## config.mk

```make
export PLATFORM = sky130hd
export DESIGN_NAME = mm_rd_burst_sched_flat
export DESIGN_NICKNAME = d
export VERILOG_FILES = /design/src/rtl/mm_rd_burst_sched_if.sv /design/src/rtl/mm_rd_burst_sched.sv /design/src/flat_wrapper.sv
export SDC_FILE = /design/constraint.sdc
export NUM_CORES = 2
export LEC_CHECK = 0
export ABC_AREA = 1
export CAP_MARGIN = 20
export CORE_ASPECT_RATIO = 0.9
export CORE_MARGIN = 10
export CORE_UTILIZATION = 27
export DETAILED_ROUTE_END_ITERATION = 10
export GPL_TIMING_DRIVEN = 0
export PLACE_DENSITY = 0.51
export SLEW_MARGIN = 20
export SYNTH_ARGS = -nofsm -noshare
export SYNTH_HDL_FRONTEND = slang
export SYNTH_SLANG_ARGS = --single-unit
```

## constraint.sdc

```tcl
create_clock -name clock -period 8 [get_ports clock]
set_input_delay 1.6 -clock clock [delete_from_list [all_inputs] [get_ports clock]]
set_output_delay 1.6 -clock clock [all_outputs]
set_load 0.05 [all_outputs]
```

## src/rtl/mm_rd_burst_sched_if.sv

```systemverilog
// AXI4 read address / read data bundle shared by the burst scheduler and its slave.
interface mm_rd_burst_sched_if #(
    parameter int unsigned ASIZE  = 29,
    parameter int unsigned LSIZE  = 9,
    parameter int unsigned IDSIZE = 4
) ();
    logic [IDSIZE-1:0] arid;
    logic [ASIZE-1:0]  araddr;
    logic [LSIZE-1:0]  arlen;
    logic [2:0]        arsize;
    logic [1:0]        arburst;
    logic              arvalid;
    logic              arready;
    logic [IDSIZE-1:0] rid;
    logic              rlast;
    logic              rvalid;
    logic              rready;

    modport master (
        output arid, araddr, arlen, arsize, arburst, arvalid, rready,
        input  arready, rid, rlast, rvalid
    );
    modport slave (
        input  arid, araddr, arlen, arsize, arburst, arvalid, rready,
        output arready, rid, rlast, rvalid
    );
endinterface

```

## src/rtl/mm_rd_burst_sched.sv

```systemverilog
// Multi-channel AXI4 read-burst scheduler: per-channel frame walkers with credit/outstanding
// limits, round-robin AR arbitration, 4 KB burst splitting and rid-steered FIFO write enables.
module mm_rd_burst_sched #(
    parameter int unsigned CH_NUM    = 2,
    parameter int unsigned ASIZE     = 29,
    parameter int unsigned LSIZE     = 9,
    parameter int unsigned IDSIZE    = 4,
    parameter int unsigned ID_BASE   = 0,
    parameter int unsigned AXI_DSIZE = 256,
    parameter int unsigned BURST_LEN = 64,
    parameter int unsigned MAX_OUTST = 4
) (
    input  logic                    clock,
    input  logic                    rst,
    input  logic [CH_NUM-1:0]       ch_enable_i,
    input  logic [CH_NUM-1:0]       ch_fsync_i,
    input  logic [CH_NUM*ASIZE-1:0] ch_baseaddr_i,
    input  logic [CH_NUM*ASIZE-1:0] ch_stride_i,
    input  logic [CH_NUM*16-1:0]    ch_line_beats_i,
    input  logic [CH_NUM*16-1:0]    ch_lines_i,
    input  logic [CH_NUM*16-1:0]    ch_fifo_free_i,
    output logic [CH_NUM-1:0]       ch_wr_en_o,
    output logic [CH_NUM-1:0]       ch_frame_done_o,
    output logic [CH_NUM-1:0]       ch_busy_o,
    output logic                    rid_err_o,
    mm_rd_burst_sched_if.master     axi
);
    localparam int unsigned BPB = AXI_DSIZE / 8;
    localparam int unsigned ASZ = $clog2(BPB);
    localparam int unsigned CW  = (CH_NUM > 1) ? $clog2(CH_NUM) : 1;
    localparam int unsigned OW  = $clog2(MAX_OUTST + 1);
    localparam logic [ASIZE-1:0] AMASK = {ASIZE{1'b1}} << ASZ;

    typedef enum logic [1:0] {IDLE, ACTIVE, DRAIN, FLUSH} state_e;

    state_e           state_q [CH_NUM], state_d [CH_NUM];
    logic [ASIZE-1:0] line_addr_q [CH_NUM], line_addr_d [CH_NUM];
    logic [ASIZE-1:0] stride_q [CH_NUM], stride_d [CH_NUM];
    logic [ASIZE-1:0] nbase_q [CH_NUM], nbase_d [CH_NUM];
    logic [ASIZE-1:0] nstride_q [CH_NUM], nstride_d [CH_NUM];
    logic [15:0]      beats_q [CH_NUM], beats_d [CH_NUM];
    logic [15:0]      lines_q [CH_NUM], lines_d [CH_NUM];
    logic [15:0]      nbeats_q [CH_NUM], nbeats_d [CH_NUM];
    logic [15:0]      nlines_q [CH_NUM], nlines_d [CH_NUM];
    logic [15:0]      beat_cnt_q [CH_NUM], beat_cnt_d [CH_NUM];
    logic [15:0]      line_cnt_q [CH_NUM], line_cnt_d [CH_NUM];
    logic [15:0]      reserved_q [CH_NUM], reserved_d [CH_NUM];
    logic [OW-1:0]    outst_q [CH_NUM], outst_d [CH_NUM];
    logic [CH_NUM-1:0] frame_done_q, frame_done_d;
    logic             rid_err_q;

    logic [ASIZE-1:0] addr_c [CH_NUM];
    logic [15:0]      rem_c [CH_NUM], to4k_c [CH_NUM], len_c [CH_NUM];
    logic [CH_NUM-1:0] elig, hit, fs, ar_hs, pend, eol, lastb;

    logic             arvalid_q;
    logic [ASIZE-1:0] araddr_q;
    logic [LSIZE-1:0] arlen_q;
    logic [IDSIZE-1:0] arid_q;
    logic [15:0]      len_q;
    logic [CW-1:0]    gnt_q, last_q, gnt_idx, cand;
    logic             gnt_found;

    logic             beat, hs;
    logic [31:0]      rid_off;

    assign beat    = axi.rvalid & axi.rready;
    assign hs      = arvalid_q & axi.arready;
    assign rid_off = 32'(axi.rid) - ID_BASE;

    always_comb begin : burst_calc
        elig  = '0;
        hit   = '0;
        fs    = '0;
        ar_hs = '0;
        pend  = '0;
        for (int unsigned c = 0; c < CH_NUM; c++) begin
            addr_c[c] = line_addr_q[c] + (ASIZE'(beat_cnt_q[c]) << ASZ);
            rem_c[c]  = beats_q[c] - beat_cnt_q[c];
            to4k_c[c] = 16'((13'd4096 - {1'b0, addr_c[c][11:0]}) >> ASZ);
            len_c[c]  = 16'(BURST_LEN);
            if (rem_c[c] < len_c[c]) len_c[c] = rem_c[c];
            if (to4k_c[c] < len_c[c]) len_c[c] = to4k_c[c];
            fs[c]    = ch_fsync_i[c] & ch_enable_i[c];
            // A same-cycle fsync suppresses the grant so no stale-frame burst is queued.
            elig[c]  = (state_q[c] == ACTIVE) && ch_enable_i[c] && !fs[c]
                       && (outst_q[c] < OW'(MAX_OUTST))
                       && ({1'b0, ch_fifo_free_i[c*16 +: 16]} >= ({1'b0, reserved_q[c]} + {1'b0, len_c[c]}));
            hit[c]   = beat && (rid_off == c);
            ar_hs[c] = hs && (gnt_q == CW'(c));
            pend[c]  = arvalid_q && (gnt_q == CW'(c));
        end
    end

    always_comb begin : rr_arb
        gnt_found = 1'b0;
        gnt_idx   = last_q;
        cand      = '0;
        for (int unsigned i = 1; i <= CH_NUM; i++) begin
            cand = CW'((32'(last_q) + i) % CH_NUM);
            if (!gnt_found && elig[cand]) begin
                gnt_found = 1'b1;
                gnt_idx   = cand;
            end
        end
    end

    always_comb begin : credit_calc
        eol   = '0;
        lastb = '0;
        for (int unsigned c = 0; c < CH_NUM; c++) begin
            outst_d[c] = outst_q[c];
            if (ar_hs[c] && !(hit[c] && axi.rlast))
                outst_d[c] = outst_q[c] + OW'(1);
            else if (!ar_hs[c] && hit[c] && axi.rlast && outst_q[c] != '0)
                outst_d[c] = outst_q[c] - OW'(1);
            reserved_d[c] = reserved_q[c] + (ar_hs[c] ? len_q : 16'd0);
            if (hit[c] && reserved_d[c] != '0) reserved_d[c] = reserved_d[c] - 16'd1;
            eol[c]   = (beat_cnt_q[c] + len_q) == beats_q[c];
            lastb[c] = eol[c] && ((line_cnt_q[c] + 16'd1) == lines_q[c]);
        end
    end

    always_comb begin : state_next
        for (int unsigned c = 0; c < CH_NUM; c++) begin
            state_d[c] = state_q[c];
            unique case (state_q[c])
                IDLE:    if (fs[c]) state_d[c] = ACTIVE;
                ACTIVE:  if (fs[c]) state_d[c] = FLUSH;
                         else if (ar_hs[c] && lastb[c]) state_d[c] = DRAIN;
                DRAIN:   if (fs[c]) state_d[c] = FLUSH;
                         else if (outst_d[c] == '0) state_d[c] = IDLE;
                // Restart waits for any AR still held on the bus for this channel.
                FLUSH:   if (!fs[c] && outst_d[c] == '0 && !pend[c]) state_d[c] = ACTIVE;
                default: state_d[c] = IDLE;
            endcase
        end
    end

    always_comb begin : chan_next
        frame_done_d = '0;
        for (int unsigned c = 0; c < CH_NUM; c++) begin
            line_addr_d[c] = line_addr_q[c];
            stride_d[c]    = stride_q[c];
            beats_d[c]     = beats_q[c];
            lines_d[c]     = lines_q[c];
            beat_cnt_d[c]  = beat_cnt_q[c];
            line_cnt_d[c]  = line_cnt_q[c];
            nbase_d[c]     = nbase_q[c];
            nstride_d[c]   = nstride_q[c];
            nbeats_d[c]    = nbeats_q[c];
            nlines_d[c]    = nlines_q[c];
            if (fs[c]) begin
                nbase_d[c]   = ch_baseaddr_i[c*ASIZE +: ASIZE] & AMASK;
                nstride_d[c] = ch_stride_i[c*ASIZE +: ASIZE] & AMASK;
                nbeats_d[c]  = ch_line_beats_i[c*16 +: 16];
                nlines_d[c]  = ch_lines_i[c*16 +: 16];
            end
            if (state_q[c] == IDLE && fs[c]) begin
                line_addr_d[c] = ch_baseaddr_i[c*ASIZE +: ASIZE] & AMASK;
                stride_d[c]    = ch_stride_i[c*ASIZE +: ASIZE] & AMASK;
                beats_d[c]     = ch_line_beats_i[c*16 +: 16];
                lines_d[c]     = ch_lines_i[c*16 +: 16];
                beat_cnt_d[c]  = '0;
                line_cnt_d[c]  = '0;
            end else if (state_q[c] == FLUSH && state_d[c] == ACTIVE) begin
                line_addr_d[c] = nbase_q[c];
                stride_d[c]    = nstride_q[c];
                beats_d[c]     = nbeats_q[c];
                lines_d[c]     = nlines_q[c];
                beat_cnt_d[c]  = '0;
                line_cnt_d[c]  = '0;
            end else if (state_q[c] == ACTIVE && ar_hs[c]) begin
                if (eol[c]) begin
                    beat_cnt_d[c]  = '0;
                    line_cnt_d[c]  = line_cnt_q[c] + 16'd1;
                    line_addr_d[c] = line_addr_q[c] + stride_q[c];
                end else begin
                    beat_cnt_d[c] = beat_cnt_q[c] + len_q;
                end
            end
            frame_done_d[c] = (state_q[c] == DRAIN) && (state_d[c] == IDLE);
        end
    end

    always_ff @(posedge clock) begin : state_reg
        for (int unsigned c = 0; c < CH_NUM; c++) begin
            if (rst) state_q[c] <= IDLE;
            else     state_q[c] <= state_d[c];
        end
    end

    always_ff @(posedge clock) begin : chan_reg
        for (int unsigned c = 0; c < CH_NUM; c++) begin
            if (rst) begin
                line_addr_q[c] <= '0; stride_q[c]  <= '0; beats_q[c]    <= '0; lines_q[c]    <= '0;
                nbase_q[c]     <= '0; nstride_q[c] <= '0; nbeats_q[c]   <= '0; nlines_q[c]   <= '0;
                beat_cnt_q[c]  <= '0; line_cnt_q[c] <= '0; reserved_q[c] <= '0; outst_q[c]  <= '0;
            end else begin
                line_addr_q[c] <= line_addr_d[c]; stride_q[c]  <= stride_d[c];
                beats_q[c]     <= beats_d[c];     lines_q[c]   <= lines_d[c];
                nbase_q[c]     <= nbase_d[c];     nstride_q[c] <= nstride_d[c];
                nbeats_q[c]    <= nbeats_d[c];    nlines_q[c]  <= nlines_d[c];
                beat_cnt_q[c]  <= beat_cnt_d[c];  line_cnt_q[c] <= line_cnt_d[c];
                reserved_q[c]  <= reserved_d[c];  outst_q[c]   <= outst_d[c];
            end
        end
        if (rst) begin
            frame_done_q <= '0;
            rid_err_q    <= 1'b0;
        end else begin
            frame_done_q <= frame_done_d;
            rid_err_q    <= rid_err_q | (beat & (rid_off >= CH_NUM));
        end
    end

    always_ff @(posedge clock) begin : ar_reg
        if (rst) begin
            arvalid_q <= 1'b0;
            araddr_q  <= '0;
            arlen_q   <= '0;
            arid_q    <= '0;
            len_q     <= '0;
            gnt_q     <= '0;
            last_q    <= CW'(CH_NUM - 1);
        end else if (arvalid_q) begin
            if (axi.arready) arvalid_q <= 1'b0;
        end else if (gnt_found) begin
            arvalid_q <= 1'b1;
            araddr_q  <= addr_c[gnt_idx];
            arlen_q   <= LSIZE'(len_c[gnt_idx] - 16'd1);
            arid_q    <= IDSIZE'(ID_BASE + 32'(gnt_idx));
            len_q     <= len_c[gnt_idx];
            gnt_q     <= gnt_idx;
            last_q    <= gnt_idx;
        end
    end

    always_comb begin : outputs
        ch_busy_o  = '0;
        ch_wr_en_o = '0;
        for (int unsigned c = 0; c < CH_NUM; c++) begin
            ch_busy_o[c]  = state_q[c] != IDLE;
            ch_wr_en_o[c] = hit[c] && (state_q[c] == ACTIVE || state_q[c] == DRAIN);
        end
    end

    assign ch_frame_done_o = frame_done_q;
    assign rid_err_o       = rid_err_q;
    assign axi.arvalid     = arvalid_q;
    assign axi.araddr      = araddr_q;
    assign axi.arlen       = arlen_q;
    assign axi.arid        = arid_q;
    assign axi.arsize      = 3'(ASZ);
    assign axi.arburst     = 2'b01;
    assign axi.rready      = ~rst;
endmodule
```

## src/flat_wrapper.sv

```systemverilog
// flat-port wrapper written by rule: the top's interface ports become plain ports
module mm_rd_burst_sched_flat 
#(
    parameter int unsigned CH_NUM    = 2,
    parameter int unsigned ASIZE     = 29,
    parameter int unsigned LSIZE     = 9,
    parameter int unsigned IDSIZE    = 4,
    parameter int unsigned ID_BASE   = 0,
    parameter int unsigned AXI_DSIZE = 256,
    parameter int unsigned BURST_LEN = 64,
    parameter int unsigned MAX_OUTST = 4
)
  (clock, rst, ch_enable_i, ch_fsync_i, ch_baseaddr_i, ch_stride_i, ch_line_beats_i, ch_lines_i, ch_fifo_free_i, ch_wr_en_o, ch_frame_done_o, ch_busy_o, rid_err_o, axi_arid, axi_araddr, axi_arlen, axi_arsize, axi_arburst, axi_arvalid, axi_rready, axi_arready, axi_rid, axi_rlast, axi_rvalid);
  mm_rd_burst_sched_if #(.ASIZE(ASIZE), .LSIZE(LSIZE), .IDSIZE(IDSIZE)) axi_i ();
  input  logic clock;
  input  logic rst;
  input  logic [CH_NUM-1:0] ch_enable_i;
  input  logic [CH_NUM-1:0] ch_fsync_i;
  input  logic [CH_NUM*ASIZE-1:0] ch_baseaddr_i;
  input  logic [CH_NUM*ASIZE-1:0] ch_stride_i;
  input  logic [CH_NUM*16-1:0] ch_line_beats_i;
  input  logic [CH_NUM*16-1:0] ch_lines_i;
  input  logic [CH_NUM*16-1:0] ch_fifo_free_i;
  output logic [CH_NUM-1:0] ch_wr_en_o;
  output logic [CH_NUM-1:0] ch_frame_done_o;
  output logic [CH_NUM-1:0] ch_busy_o;
  output logic rid_err_o;
  output wire logic [$bits(axi_i.arid)-1:0] axi_arid;
  output wire logic [$bits(axi_i.araddr)-1:0] axi_araddr;
  output wire logic [$bits(axi_i.arlen)-1:0] axi_arlen;
  output wire logic [$bits(axi_i.arsize)-1:0] axi_arsize;
  output wire logic [$bits(axi_i.arburst)-1:0] axi_arburst;
  output wire logic [$bits(axi_i.arvalid)-1:0] axi_arvalid;
  output wire logic [$bits(axi_i.rready)-1:0] axi_rready;
  input wire logic [$bits(axi_i.arready)-1:0] axi_arready;
  input wire logic [$bits(axi_i.rid)-1:0] axi_rid;
  input wire logic [$bits(axi_i.rlast)-1:0] axi_rlast;
  input wire logic [$bits(axi_i.rvalid)-1:0] axi_rvalid;
  assign axi_arid = axi_i.arid;
  assign axi_araddr = axi_i.araddr;
  assign axi_arlen = axi_i.arlen;
  assign axi_arsize = axi_i.arsize;
  assign axi_arburst = axi_i.arburst;
  assign axi_arvalid = axi_i.arvalid;
  assign axi_rready = axi_i.rready;
  assign axi_i.arready = axi_arready;
  assign axi_i.rid = axi_rid;
  assign axi_i.rlast = axi_rlast;
  assign axi_i.rvalid = axi_rvalid;
  mm_rd_burst_sched #(.CH_NUM(CH_NUM), .ASIZE(ASIZE), .LSIZE(LSIZE), .IDSIZE(IDSIZE), .ID_BASE(ID_BASE), .AXI_DSIZE(AXI_DSIZE), .BURST_LEN(BURST_LEN), .MAX_OUTST(MAX_OUTST)) u_core (.clock(clock), .rst(rst), .ch_enable_i(ch_enable_i), .ch_fsync_i(ch_fsync_i), .ch_baseaddr_i(ch_baseaddr_i), .ch_stride_i(ch_stride_i), .ch_line_beats_i(ch_line_beats_i), .ch_lines_i(ch_lines_i), .ch_fifo_free_i(ch_fifo_free_i), .ch_wr_en_o(ch_wr_en_o), .ch_frame_done_o(ch_frame_done_o), .ch_busy_o(ch_busy_o), .rid_err_o(rid_err_o), .axi(axi_i));
endmodule
```

==> results.py <==
metrics = {
    "synth": {
        "ys.flop_type": "dfxtp_1",
        "synthCells": 5179,
        "netlist_area_mm2": 0.0341,
        "synth_cell_type_count": 64,
        "ys_ff_latch": 496,
        "yosysWarnings": 0,
        "synth_edf_count": 0,
        "synth_largest_area_cell": "dfxtp_1",
        "synthTopCellsByArea": "dfxtp_1, nand2_1, ha_1, nor2_1, inv_1",
        "seq_area_frac_synth_pct": 29.1,
        "syn_avg_cell_area_um2": 6.59,
        "yosysTopAreaCellShare_pct": 29.1,
        "ys_async_sr_fraction_pct": 0,
    },
    "grt": {
        "grt_max_degree": 19,
        "grt_usage_pct": 19.2,
        "grt_pass1_wl_um": 209000,
        "grt_pass1_vias": 33200,
        "grt_antenna_before_repair": 8,
        "grt_overflow": 0,
    },
    "critical_path": {
        "cp-start-kind": "register",
        "cp.arrival_ps": 8130,
        "cpPeakStageDelay_ps": 430,
        "required_ps": 8630,
        "end_kind": "register",
        "cp_slowest_cell": "dfxtp_1",
        "cp_max_fo": 10,
        "path_class": "reg2reg",
        "cp_common_cell": "nand2_1",
    },
    "timing": {
        "setup_viol": 0,
        "max_freq_mhz": 133,
        "tns_ps": 0,
        "slew_headroom_pct": 19.8,
        "finalCritPeriodShare_pct": 93.7,
        "clock_skew_ps": 57.1,
        "worst_pin_slew_ps": 1200,
        "final_max_slew_viol_count": 0,
        "fin_ws_ps": 505,
        "fin_crit_ps": 7500,
        "hold_viol_final": 0,
        "worst_hold_slack_ps": 449,
    },
    "cells_and_area": {
        "nFillCells": 13800,
        "drive_above_1_share_pct": 6.53,
        "fin_nets": 6044,
        "area_growth_pct": 21.9,
        "multi_input_area_mm2": 0.0217,
        "regArea_mm2": 0.00996,
        "antenna_cells": 0,
    },
    "drt": {
        "wl_per_cell_um": 19.4,
        "drtIter0Drc": 2791,
        "route.detailed.drc": 0,
        "drt-pass1-iter-count": 5,
        "drt-total-wl_um": 141000,
        "drtAntennaViolNets": 0,
        "via_per_inst": 4.83,
        "vias": 35200,
    },
    "outcome": {
        "status": "completed",
    },
    "cts": {
        "cts_sinks": 496,
        "numCtsBuffers": 61,
        "clk_latency_ps": 720,
        "clockRootBuffer": "clkbuf_16",
        "clockBufferDepth": 3,
        "clkTransAtPathRegs_ps": 60,
        "cts_htree_levels": 2,
        "cts_tree": "done",
    },
    "die": {
        "dieArea_mm2": 0.141,
        "fp-row-count": 123,
        "die_x_um": 395,
        "start_util_pct": 27.2,
        "pin_count": 281,
        "core_area_mm2": 0.125,
        "die_h_um": 357,
    },
    "power": {
        "ir_worst_vdd_uv": 181,
        "total_power_w": 0.00926,
        "p_leak_nw": 18.5,
        "powerDensity_mw_per_mm2": 223,
    },
    "placed_design": {
        "gp_congestion": 0.961,
        "dp_hpwl_um": 115000,
        "place_ws_ps": -2140,
        "io_buffers": 251,
    },
    "flow_run": {
        "maxCapViolCount": 0,
    },
    "hold_path": {
        "worstHoldPathType": "reg2reg",
    },
}
## layout make-up
type | instances | share of cell area [%]
buffer | 205 | 2.31
inverter | 547 | 4.94
tap | 1687 | 5.08
clock inverter | 33 | 0.981
sequential | 496 | 23.9
timing repair buffer | 269 | 6.43
clock buffer | 82 | 4.15
multi-input combinational | 3956 | 52.2
## cells in the mapped netlist (36+ instances only)
master / number
clkbuf_1: 139
a31oi_1: 117
nor3_1: 65
dfxtp_1: 496
o21ai_0: 388
buf_2: 37
xor2_1: 142
nand4_1: 55
a21oi_1: 380
ha_1: 271
inv_1: 523
nor2_1: 665
nand3_1: 246
o211ai_1: 36
xnor2_1: 77
nand2_1: 1237
## worst paths after layout
kind,from,to,slack [ps],cells after the start
worst min register to register,u_core.nbase_q[0][5],u_core.nbase_q[0][5],450,2
worst min-delay path,u_core.nbase_q[0][5],u_core.nbase_q[0][5],450,2
worst max-delay path,u_core.beat_cnt_q[1][6],u_core.axi.arlen[7],500,49
worst max register to register,u_core.beat_cnt_q[1][6],u_core.axi.arlen[7],500,49
## report_power, final
part | total [W] | internal (W) | leakage, nW | switching [W]
logic | 0.00336 | 0.00118 | 13.4 | 0.00218
clock network | 0.00298 | 0.00172 | 1.04 | 0.00127
registers | 0.00291 | 0.00267 | 4.06 | 0.000242
total | 0.00926 | 0.00556 | 18.5 | 0.00369
## kinds of logic after synthesis
group / Yosys count / synth area share [%]
AOI/OAI and AO/OA: 1056 / 17.0
xor gates and xnor gates: 223 / 5.89
adders and majority gates: 283 / 10.6
buffers and inverters: 752 / 8.66
DFF: 496 / 29.1
other: 2 / 0.0220
and+or+nand+nor: 2367 / 28.6
## per-stage QoR
stage	utilization, %	instance area [um2]	std cells
after detailed placement	31.0	38800	7141
after global placement	31.0	38800	7141
after CTS	32.9	41200	7263
after floorplan	-	34200	5203
after global routing	33.2	41600	7275
final	33.2	41600	7275
## worst max-delay path, delay by kind of cell, from the launching register on
family          cells  cell delay, ps
flops               1             430
fa+ha+maj           4            1230
compound gates     14            1790
simple gates       26            3120
buf+inv             4             680
xor+xnor            1             160
## placed cells by master (no fill, tap or decap), types with 8 or more instances in the layout
| cell type | instances |
|---|---|
| a21o_1 | 14 |
| a21oi_1 | 370 |
| a21oi_2 | 10 |
| a22oi_1 | 20 |
| a2bb2oi_1 | 8 |
| a31oi_1 | 117 |
| and2_1 | 8 |
| buf_2 | 40 |
| buf_4 | 31 |
| buf_6 | 8 |
| clkbuf_1 | 131 |
| clkbuf_16 | 62 |
| clkbuf_2 | 9 |
| clkbuf_8 | 12 |
| clkdlybuf4s50_1 | 251 |
| clkinv_2 | 15 |
| conb_1 | 26 |
| dfxtp_1 | 479 |
| dfxtp_2 | 15 |
| fa_1 | 9 |
| ha_1 | 263 |
| inv_1 | 521 |
| inv_2 | 21 |
| nand2_1 | 1213 |
| nand2_2 | 26 |
| nand3_1 | 239 |
| nand3_2 | 11 |
| nand3b_1 | 25 |
| nand4_1 | 55 |
| nor2_1 | 658 |
| nor2_2 | 9 |
| nor3_1 | 63 |
| o211ai_1 | 36 |
| o21ai_0 | 375 |
| o21ai_1 | 39 |
| o21bai_1 | 21 |
| or2_2 | 25 |
| xnor2_1 | 76 |
| xor2_1 | 141 |
## repair_timing
action	in CTS	in global routing
gates cloned	0	2
hold buffers	0	0
endpoints found under the setup margin	57	57
pin swaps	9	36
setup buffers	7	10
resized for setup	49	123
## metal layers
layer	vias to the layer above	global-route usage [%]	share of wire, %
li1	17700	-	-
met1	16300	27.0	48
met2	950	29.7	42
met3	139	4.56	7.8
met4	2	3.81	2.0
met5	-	0	0.0092
## sequential cells by signal, indices dropped and copies added, names as in the netlist
register,count
u_core.beat_cnt_q,32
u_core.reserved_q,32
u_core.line_cnt_q,32
u_core.rid_err_o,1
u_core.axi.arlen,9
u_core.outst_q,6
u_core.stride_q,48
u_core.state_q,4
u_core.nbase_q,48
u_core.len_q,16
u_core.last_q,1
u_core.line_addr_q,58
u_core.nstride_q,48
u_core.gnt_q,1
u_core.ch_frame_done_o,2
u_core.lines_q,32
u_core.beats_q,32
u_core.nbeats_q,32
u_core.nlines_q,32
u_core.axi.arvalid,1
u_core.axi.araddr,29
Note: power is estimated with default switching activity, not from simulation.
